## config.mk

```make
export PLATFORM = sky130hd
export DESIGN_NAME = pixel_writer
export DESIGN_NICKNAME = d
export VERILOG_FILES = /design/src/rtl/pixel_pkg.sv /design/src/rtl/pixel_fifo.sv /design/src/rtl/pixel_writer.sv
export SDC_FILE = /design/constraint.sdc
export NUM_CORES = 1
export LEC_CHECK = 0
export ABC_AREA = 1
export CAP_MARGIN = 20
export CORE_MARGIN = 10
export CORE_UTILIZATION = 45
export DETAILED_ROUTE_END_ITERATION = 10
export PLACE_DENSITY = 0.72
export SLEW_MARGIN = 20
export SYNTH_ARGS = -nofsm -noshare
export SYNTH_HDL_FRONTEND = slang
export SYNTH_SLANG_ARGS = --single-unit
```

## constraint.sdc

```tcl
create_clock -name clk -period 2.3 [get_ports clk]
set_clock_uncertainty 0.2 [all_clocks]
set_input_delay 0.46 -clock clk [delete_from_list [all_inputs] [get_ports clk]]
set_output_delay 0.46 -clock clk [all_outputs]
set_load 0.1 [all_outputs]
```

## src/rtl/pixel_pkg.sv

```systemverilog
// Shared definitions for the pixel_writer slice.
// Contents: FSM state encoding, Kbus field slice positions, the saturation
// limit for the event counters and a saturating increment helper.
package pixel_pkg;

  typedef enum logic [1:0] {
    IDLE  = 2'd0,
    CALC  = 2'd1,
    WRITE = 2'd2
  } state_e;

  // Kbus = {X, Y, Colour}
  localparam int unsigned X_HI = 23;
  localparam int unsigned X_LO = 16;
  localparam int unsigned Y_HI = 15;
  localparam int unsigned Y_LO = 8;
  localparam int unsigned C_HI = 7;
  localparam int unsigned C_LO = 0;

  localparam logic [7:0] SAT_MAX = 8'hFF;

  function automatic logic [7:0] sat_inc(input logic [7:0] v);
    return (v == SAT_MAX) ? v : v + 8'd1;
  endfunction

endpackage

```

## src/rtl/pixel_fifo.sv

```systemverilog
// Small synchronous FIFO buffering pixel commands.
// Ports:
//   clk, rst   - clock, synchronous active-high reset
//   push, din  - write request and data; ignored when full unless popping
//   pop, dout  - read request and head-of-queue data (dout valid when !empty)
//   full       - registered, occupancy == DEPTH
//   empty      - occupancy == 0
module pixel_fifo
  import pixel_pkg::*;
#(
  parameter int unsigned DEPTH = 4,
  parameter int unsigned WIDTH = 24
) (
  input  logic             clk,
  input  logic             rst,
  input  logic             push,
  input  logic             pop,
  input  logic [WIDTH-1:0] din,
  output logic [WIDTH-1:0] dout,
  output logic             full,
  output logic             empty
);

  localparam int unsigned PTR_W = (DEPTH > 1) ? $clog2(DEPTH) : 1;
  localparam int unsigned CNT_W = $clog2(DEPTH + 1);

  logic [WIDTH-1:0] mem_q [DEPTH];
  logic [PTR_W-1:0] wr_ptr_q, wr_ptr_d;
  logic [PTR_W-1:0] rd_ptr_q, rd_ptr_d;
  logic [CNT_W-1:0] count_q, count_d;
  logic             full_q, full_d;
  logic             push_ok, pop_ok;

  assign empty   = (count_q == '0);
  assign full    = full_q;
  assign dout    = mem_q[rd_ptr_q];
  // A push while full is accepted only if the head leaves in the same cycle.
  assign push_ok = push && (!full_q || pop);
  assign pop_ok  = pop && !empty;

  always_comb begin
    wr_ptr_d = wr_ptr_q;
    rd_ptr_d = rd_ptr_q;
    count_d  = count_q;
    // DEPTH is a power of two, so pointer overflow is the modulo wrap.
    if (push_ok) wr_ptr_d = wr_ptr_q + PTR_W'(1);
    if (pop_ok)  rd_ptr_d = rd_ptr_q + PTR_W'(1);
    case ({push_ok, pop_ok})
      2'b10:   count_d = count_q + CNT_W'(1);
      2'b01:   count_d = count_q - CNT_W'(1);
      default: count_d = count_q;
    endcase
    full_d = (count_d == CNT_W'(DEPTH));
  end

  always_ff @(posedge clk) begin
    if (rst) begin
      wr_ptr_q <= '0;
      rd_ptr_q <= '0;
      count_q  <= '0;
      full_q   <= 1'b0;
    end else begin
      wr_ptr_q <= wr_ptr_d;
      rd_ptr_q <= rd_ptr_d;
      count_q  <= count_d;
      full_q   <= full_d;
    end
  end

  always_ff @(posedge clk) begin
    if (push_ok) mem_q[wr_ptr_q] <= din;
  end

endmodule

```

## src/rtl/pixel_writer.sv

```systemverilog
// Receiving end of the DPU video-out interface.
// Buffers {X, Y, Colour} pixel commands, converts (X,Y) to a linear
// framebuffer address and writes Colour through a ready/write handshake.
// Off-screen commands are clipped; strobes arriving while full are dropped.
// Ports:
//   clk, rst            - clock, synchronous active-high reset
//   Kbus, outEnable     - pixel command and its one-cycle strobe
//   full                - command FIFO full
//   fbAddr, fbData      - registered framebuffer write address / colour
//   fbWe, fbReady       - write request; accepted when both are high
//   dropCount           - saturating count of strobes lost to full
//   clipCount           - saturating count of off-screen commands
//   idle                - FIFO empty and FSM in IDLE
module pixel_writer
  import pixel_pkg::*;
#(
  parameter int unsigned FIFO_DEPTH = 4,
  parameter int unsigned SCREEN_W   = 160,
  parameter int unsigned SCREEN_H   = 120,
  parameter int unsigned ADDR_W     = 15
) (
  input  logic              clk,
  input  logic              rst,
  input  logic [23:0]       Kbus,
  input  logic              outEnable,
  output logic              full,
  output logic [ADDR_W-1:0] fbAddr,
  output logic [7:0]        fbData,
  output logic              fbWe,
  input  logic              fbReady,
  output logic [7:0]        dropCount,
  output logic [7:0]        clipCount,
  output logic              idle
);

  state_e              state_q, state_d;
  logic [7:0]          hx_q, hx_d, hy_q, hy_d, hc_q, hc_d;
  logic [ADDR_W-1:0]   fb_addr_q, fb_addr_d;
  logic [7:0]          fb_data_q, fb_data_d;
  logic                fb_we_q, fb_we_d;
  logic [7:0]          drop_q, drop_d, clip_q, clip_d;

  logic [23:0]         fifo_dout;
  logic                fifo_full, fifo_empty, pop;

  pixel_fifo #(
    .DEPTH (FIFO_DEPTH),
    .WIDTH (24)
  ) u_fifo (
    .clk   (clk),
    .rst   (rst),
    .push  (outEnable),
    .pop   (pop),
    .din   (Kbus),
    .dout  (fifo_dout),
    .full  (fifo_full),
    .empty (fifo_empty)
  );

  assign pop = (state_q == IDLE) && !fifo_empty;

  always_comb begin
    state_d   = state_q;
    hx_d      = hx_q;
    hy_d      = hy_q;
    hc_d      = hc_q;
    fb_addr_d = fb_addr_q;
    fb_data_d = fb_data_q;
    fb_we_d   = fb_we_q;
    clip_d    = clip_q;
    drop_d    = (outEnable && fifo_full && !pop) ? sat_inc(drop_q) : drop_q;

    case (state_q)
      IDLE: begin
        if (!fifo_empty) begin
          hx_d    = fifo_dout[X_HI:X_LO];
          hy_d    = fifo_dout[Y_HI:Y_LO];
          hc_d    = fifo_dout[C_HI:C_LO];
          state_d = CALC;
        end
      end
      CALC: begin
        if ((32'(hx_q) >= SCREEN_W) || (32'(hy_q) >= SCREEN_H)) begin
          clip_d  = sat_inc(clip_q);
          state_d = IDLE;
        end else begin
          fb_addr_d = ADDR_W'(hy_q) * ADDR_W'(SCREEN_W) + ADDR_W'(hx_q);
          fb_data_d = hc_q;
          fb_we_d   = 1'b1;
          state_d   = WRITE;
        end
      end
      WRITE: begin
        if (fbReady) begin
          fb_we_d = 1'b0;
          state_d = IDLE;
        end
      end
      default: begin
        fb_we_d = 1'b0;
        state_d = IDLE;
      end
    endcase
  end

  always_ff @(posedge clk) begin
    if (rst) begin
      state_q   <= IDLE;
      hx_q      <= '0;
      hy_q      <= '0;
      hc_q      <= '0;
      fb_addr_q <= '0;
      fb_data_q <= '0;
      fb_we_q   <= 1'b0;
      drop_q    <= '0;
      clip_q    <= '0;
    end else begin
      state_q   <= state_d;
      hx_q      <= hx_d;
      hy_q      <= hy_d;
      hc_q      <= hc_d;
      fb_addr_q <= fb_addr_d;
      fb_data_q <= fb_data_d;
      fb_we_q   <= fb_we_d;
      drop_q    <= drop_d;
      clip_q    <= clip_d;
    end
  end

  assign full      = fifo_full;
  assign fbAddr    = fb_addr_q;
  assign fbData    = fb_data_q;
  assign fbWe      = fb_we_q;
  assign dropCount = drop_q;
  assign clipCount = clip_q;
  assign idle      = fifo_empty && (state_q == IDLE);

endmodule

```

* Word-level counts from Yosys, hierarchy flattened
Memories as Yosys holds them, arrays and structs flattened. A register that Yosys moved wholly into a read port is not among the register bits.
Cells that the tools add are included.
** Word-level totals
- Register bits :: 50
- Latch bits :: 0
- Memory bits (writable) :: 96
- Memory bits (read-only) :: 0
- Input bits :: 28
- Output and inout port bits :: 42
- Logic and storage cells :: 65
- Memories kept :: 1
** Memory list
- u_fifo.mem_q :: depth 4, width 24, rd ports 1, clocked after Yosys merged registers in 1, wr ports 1, line pixel_fifo.sv:27 : logic [WIDTH-1:0] mem_q [DEPTH];
** Cells by class
- Add/sub/neg operators :: 7
- Multipliers :: 1
- Divide/modulo/power cells :: 0
- $lt $le $gt $ge :: 2
- Eq/ne operators :: 10
- Shift operators :: 0
- Multiplexer cells :: 10
- Bitwise logic cells :: 5
- Reductions and logical operators :: 19
** Operators by type and width (count)
- 8-bit by 1-bit adder with 8-bit output, second input constant :: 2
- 8-bit == test, second input constant :: 2
- 15-bit by 8-bit adder with 15-bit output :: 1
- 8-bit by 3-bit multiplier with 10-bit output, second input constant :: 1
- 8-bit by 7-bit >= comparator with 1-bit output, second input constant :: 1
- 8-bit >= comparator, second input constant :: 1
- 2-bit AND reduction :: 4
- 1-bit logical AND :: 6
- 2-bit 2-to-1 mux :: 3
- 2-bit != test, second input constant :: 3
- 2-bit case mux with 3 select lines :: 1
- 3-bit case mux with 2 select lines :: 1
- 3-bit AND reduction :: 2
- 1-bit NOT :: 5
- 2-bit by 1-bit adder with 2-bit output, second input constant :: 2
- 2-bit by 1-bit == test with 1-bit output, second input constant :: 2
- 2-bit == test, second input constant :: 2
- 1-bit 2-to-1 mux :: 4
- 3-bit by 1-bit adder with 3-bit output, second input constant :: 1
- 3-bit == test, second input constant :: 1
- 1-bit zero test :: 3
- 3-bit zero test :: 1
- 1-bit case mux with 3 select lines :: 1
- 3-bit by 1-bit subtractor with 3-bit output, second input constant :: 1
- 2 further kinds :: 3

* Logic depth before layout (Yosys ltp)
- Depth in word-level cells :: 8
- Depth in mapped cells :: 14
- Depth with buffers taken out :: 14

* Hierarchy
A second synthesis with hierarchy kept.
** Unflattened totals
- Cell total of the unflattened synthesis :: 728
- Area, all modules :: 7393.3 um2
** Modules (own cells, without submodules)
- pixel_fifo :: times used 1, cells an instance 301, area each 4241.6 um2, seq. area each 3083.0 um2
- pixel_writer :: times used 1, cells an instance 427, area each 3151.8 um2, seq. area each 1321.3 um2

* Worst setup path after synthesis
No wires, ideal clock.
- Kind :: register to register
- From :: register u_fifo.full_q (netlist: u_fifo.full)
- To :: register u_fifo.full_q (netlist: u_fifo.full)
- Library setup time :: 60 ps
- Arrival time :: 2446 ps
- Data required time :: 2040 ps
- Setup slack :: -405 ps
- Stages on the path, launching flop included :: 12
- Path buffers :: 0
- Period minus slack after synthesis :: 2705 ps
- Cells stage by stage :: dfxtp_1 nand2_1 nand2_1 ha_1 inv_1 fa_1 nand2_1 nand2_1 nor2_1 o21ai_0 a21oi_1 and3_1
** Between the ends
- Word-level cells in the longest chain between the ends :: 6
- Elaborated cells on any way between the ends :: 7
- Classes of those cells :: eq/ne (3); mux (1); reduce/logical (3)
** Ends and longest elaborated chain
- start, declared :: line pixel_fifo.sv:31 : logic full_q, full_d;
- start signal, assigned :: line pixel_fifo.sv:66 : full_q <= full_d;
- 1-bit zero test (*) :: line pixel_fifo.sv:38 : assign push_ok = push && (!full_q || pop);
- 1-bit logical OR (*) :: line pixel_fifo.sv:38
- 1-bit logical AND (*) :: line pixel_fifo.sv:38
- 2-bit by 1-bit == test with 1-bit output or 2-bit == test (tied branches) :: line pixel_fifo.sv:48 : case ({push_ok, pop_ok})
- 3-bit case mux with 2 select lines (*) :: line pixel_fifo.sv:48
- 3-bit == test (*) :: line pixel_fifo.sv:53 : full_d = (count_d == CNT_W'(DEPTH));
Every way passes the cells marked *; elsewhere a longest branch is shown, timed or not.
A chain may end at the register's enable or synchronous reset.

* Worst setup path in the final report
- From :: register hy_q[3]
- To :: register fb_addr_q[13] (netlist: fbAddr[13])
** Between the ends
- Word-level cells in the longest chain between the ends :: 4
- Elaborated cells on any way between the ends :: 6
- Classes of those cells :: add/sub (1); mul (1); order compare (1); bitwise (1); reduce/logical (2)
** Ends and longest elaborated chain
- start, declared :: line pixel_writer.sv:37 : logic [7:0] hx_q, hx_d, hy_q, hy_d, hc_q, hc_d;
- start signal, assigned :: line pixel_writer.sv:120 : hy_q <= hy_d;
- branches (longest 4 deep; another with 15-bit by 8-bit adder with 15-bit output)
- end signal, assigned :: line pixel_writer.sv:122 : fb_addr_q <= fb_addr_d;
- end, declared :: line pixel_writer.sv:38 : logic [ADDR_W-1:0] fb_addr_q, fb_addr_d;
Parallel ways; which one is timed is not known.

==> PnR_summary.wiki <==
{| class="wikitable"
! Metric !! Value
|-
| Reg2reg setup slack || -0.05 ns
|-
| PwrDens || 1366 nW/um2
|-
| Source-to-sink clock delay at the later pin of the worst-skew pair || 0.42 ns
|-
| Post-synthesis xor/xnor area fraction || 0.01453
|-
| Worst Path Arrival || 2.46 ns
|-
| Number of clock sinks || 170
|-
| Most common cell in the netlist || sky130_fd_sc_hd__nor2_1
|-
| Levels on crit path || 12
|-
| Number of cells produced by synthesis || 722
|-
| Startpoint of the lowest-slack hold path || clipCount[1]$_SDFFE_PP0P_
|-
| Clock transition at path regs || 0.06 ns
|-
| Total count of hold-check failures in the final report || 0
|-
| DR vias/cell || 5.101
|-
| Site row count || 46
|-
| Part of the Yosys area used for sequential elements || 0.6034
|-
| Most used standard cells in the synthesized netlist || 152 x sky130_fd_sc_hd__nor2_1, 96 x sky130_fd_sc_hd__edfxtp_1, 95 x sky130_fd_sc_hd__o21ai_0
|-
| Die Outline Area || 21540 um2
|-
| Buf/Inv on CP || 2
|-
| Proportion of synthesized flip-flops having asynchronous set or reset || 0
|-
| Max IR drop VDD || 0.0006339 V
|-
| Number of enable-type register cells in the synthesized netlist || 96
|-
| Violations in the final reports || negative setup slack
|-
| Library cell used as clock root buffer || sky130_fd_sc_hd__clkbuf_16
|-
| Cell count after placement || 1005
|-
| Worst reg-to-reg path cell count || 12
|-
| Worst slew pin tran || 0.5417 ns
|-
| CTS tree || yes
|-
| Data required time at the worst endpoint || 2.41 ns
|-
| DP Area || 8240 um2
|-
| Core utilization of the finished layout || 0.5666
|-
| Min Clock Period, post-route || 2.349 ns
|-
| RSZ-0062 raised after global routing || yes
|-
| Number of detailed-route iterations in the first pass || 6
|-
| Starting density of the core || 0.4570
|-
| Share of cells above drive strength 1 || 0.1944
|-
| Count of input and output buffers || 69
|-
| Simple-gate share of the synthesized area || 0.1543
|-
| Top cells by area in the synthesized netlist || sky130_fd_sc_hd__edfxtp_1 40%, sky130_fd_sc_hd__dfxtp_1 20%, sky130_fd_sc_hd__nor2_1 7.9%
|-
| Cell variety after synth || 39
|-
| Number of H-tree branching levels || 4
|-
| Cell-by-cell trace of the critical path || ha_4, ha_4, inv_2, fa_2, nor2_4, nand3_4, nor2_4, nand2_2, o21ai_1, nand2_1, o21ai_1, inv_1
|-
| Worst Slack Setup Final || -0.04944 ns
|-
| Multiplexer share of the synthesized area || 0
|-
| Fin. max-slew vios || 0
|-
| Combinational family with the most area after synthesis || simple AND/OR/NAND/NOR gates
|-
| Type of element launching the critical path || flop
|-
| Predominant post-synthesis flop cell || sky130_fd_sc_hd__edfxtp_1
|-
| Height of the die || 146.8 um
|-
| Arithmetic-cell share of the synthesized area counting full adders, half adders and majority gates || 0.04636
|-
| Max Buffers Root-to-Sink || 2
|-
| Category of the worst setup path capture point || flop
|-
| Total global-route track usage || 0.1463
|-
| Setup total negative slack || -0.06508 ns
|-
| First-pass GRT wire length || 25470 um
|-
| Final GP Congestion || 0.8291
|-
| Worst relative slew slack || 0.6383
|-
| Slowest-stage cell, CP || sky130_fd_sc_hd__fa_2
|-
| Post-layout power || 12.25 mW
|-
| Sum of routed wire length over all layers || 16110 um
|-
| Flops & latches, synth || 170
|-
| Dominant cell type by area after synthesis || sky130_fd_sc_hd__edfxtp_1
|-
| Routed vias || 5305
|-
| Final design instance area without fill || 8967 um2
|-
| Result of the run || complete, but fails checks
|-
| Peak Freq || 425.6 MHz
|-
| Biggest cell delay along the critical path || 0.47 ns
|-
| Final setup viols || 3
|-
| Type of the tightest min-delay check || reg -> reg
|-
| Mean area per synthesized cell || 10.02 um2
|-
| Syn Nets || 775
|-
| Compound-gate portion of the synthesized area || 0.1268
|-
| Worst R2R End || fbAddr[13]$_SDFFE_PP0P_
|-
| I/O pins || 70
|-
| DRT antenna net count || 0
|-
| Number of buffers created by CTS || 17
|-
| Antenna violations before repair || 1
|-
| Remaining global-route overflow || 0
|-
| Pin count of the biggest net entering global routing || 50
|-
| Share of the cycle needed by the critical path after routing || 1.021
|-
| WHS Endpoint || clipCount[1]$_SDFFE_PP0P_
|-
| Nets || 863
|-
| Startpoint of the most critical register-to-register path || hy_q[3]$_SDFFE_PP0P_
|-
| Post-route DRC || 0
|-
| Cell Count, Final, Fillers Out || 1040
|-
| Portion of synthesized cell area occupied by the leading cell type || 0.3985
|-
| Routed length per instance || 15.49 um
|-
| Leakage power summed over all cells || 3.507 nW
|-
| Hold Path Depth || 2
|-
| Maximum fanout along the worst path || 3
|-
| Vias in the first global route || 5036
|-
| Area growth, synth to finish || 23.98%
|-
| Cell area after technology mapping || 7233 um2
|-
| Setup Crit Path Kind || reg -> reg
|-
| Synth warn || 0
|-
| Detailed Place HPWL || 10150 um
|-
| Horizontal extent of the die || 146.8 um
|-
| Iter 0 DRT Violations || 333
|-
| Max-capacitance violation count || 0
|-
| Total core area || 15830 um2
|-
| Worst path top cell family by delay || adder cells
|}
==> kinds of logic after synthesis <==
logic type,Yosys count
xor gates and xnor gates,12
AOI/OAI and AO/OA,171
DFF,170
buffers and inverters,87
adders and majority gates,25
and+or+nand+nor,257
==> layout by cell type, fill, tap and decap left out, drive strengths merged, types with 22 or more instances in the layout <==
cell type	n
clkdlybuf4s50	27
a21oi	31
nand2	69
inv	56
a31oi	25
ha	22
dfxtp	74
buf	74
o21ai	112
edfxtp	96
nor2	157
==> what timing repair did <==
item                                    4_1_cts  5_1_grt
cloned                                        0        0
endpoints found under the setup margin        4        5
hold buffers                                  0        0
buffers inserted                              0        2
resized for setup                             2       20
pin swaps                                     2       11
==> worst max-delay path by stage <==
stage	slack, ns	startpoint	endpoint
6_report	-0.05	hy_q[3]$_SDFFE_PP0P_	fbAddr[13]$_SDFFE_PP0P_
5_1_grt	-0.21	hy_q[3]$_SDFFE_PP0P_	fbAddr[13]$_SDFFE_PP0P_
4_1_cts	0.008	hy_q[1]$_SDFFE_PP0P_	fbAddr[13]$_SDFFE_PP0P_
3_5_place_dp	-0.17	outEnable	u_fifo.full$_SDFF_PP0_
3_3_place_gp	-0.12	outEnable	u_fifo.full$_SDFF_PP0_
2_1_floorplan	-0.19	u_fifo.count_q[0]$_SDFF_PP0_	u_fifo.mem_q[0][0]$_DFFE_PP_
==> per-stage QoR <==
stage               hold WS [ns]  setup slack, ns
finish                    0.2869         -0.04944
global route              0.3057          -0.2060
CTS                       0.2557         0.008112
detailed placement        0.2480          -0.1707
global placement          0.2393          -0.1183
floorplan                 0.2324          -0.1855
==> per-layer routing <==
| layer | up-vias | share of wire | GRT usage |
|---|---|---|---|
| met5 | - | 0 | 0 |
| met4 | 0 | 0.0085 | 0.05405 |
| met3 | 9 | 0.065 | 0.04668 |
| met2 | 116 | 0.47 | 0.2278 |
| met1 | 2531 | 0.46 | 0.1866 |
| li1 | 2649 | - | - |
==> sequential cells by signal, indices dropped and copies added (netlist names) <==
register	count
u_fifo.count_q	3
dropCount	8
hy_q	8
fbData	8
u_fifo.wr_ptr_q	2
hx_q	8
hc_q	8
clipCount	8
fbAddr	15
u_fifo.mem_q	96
fbWe	1
u_fifo.rd_ptr_q	2
state_q	2
u_fifo.full	1
==> final cells by class <==
| cell class | count | area [um2] |
|---|---|---|
| Sequential cell | 170 | 4378 |
| Timing Repair Buffer | 101 | 888.4 |
| Fill cell | 1346 | 6860 |
| Clock buffer | 21 | 450.4 |
| Inverter | 55 | 211.5 |
| Tap cell | 216 | 270.3 |
| Multi-Input combinational cell | 465 | 2574 |
| Antenna cell | 1 | 2.502 |
| Clock inverter | 11 | 192.7 |
==> report_power, final <==
| part | internal [mW] | switching, mW |
|---|---|---|
| sequential | 3.78 | 0.285 |
| clock | 1.96 | 1.13 |
| combinational | 1.45 | 3.63 |
==> worst min-delay path: stages (launching register included) <==
cell and delay (ns):
sky130_fd_sc_hd__dfxtp_2 0.33, sky130_fd_sc_hd__nand2_1 0.06, sky130_fd_sc_hd__a21oi_1 0.05
Note: power is estimated with default switching activity, not from simulation.
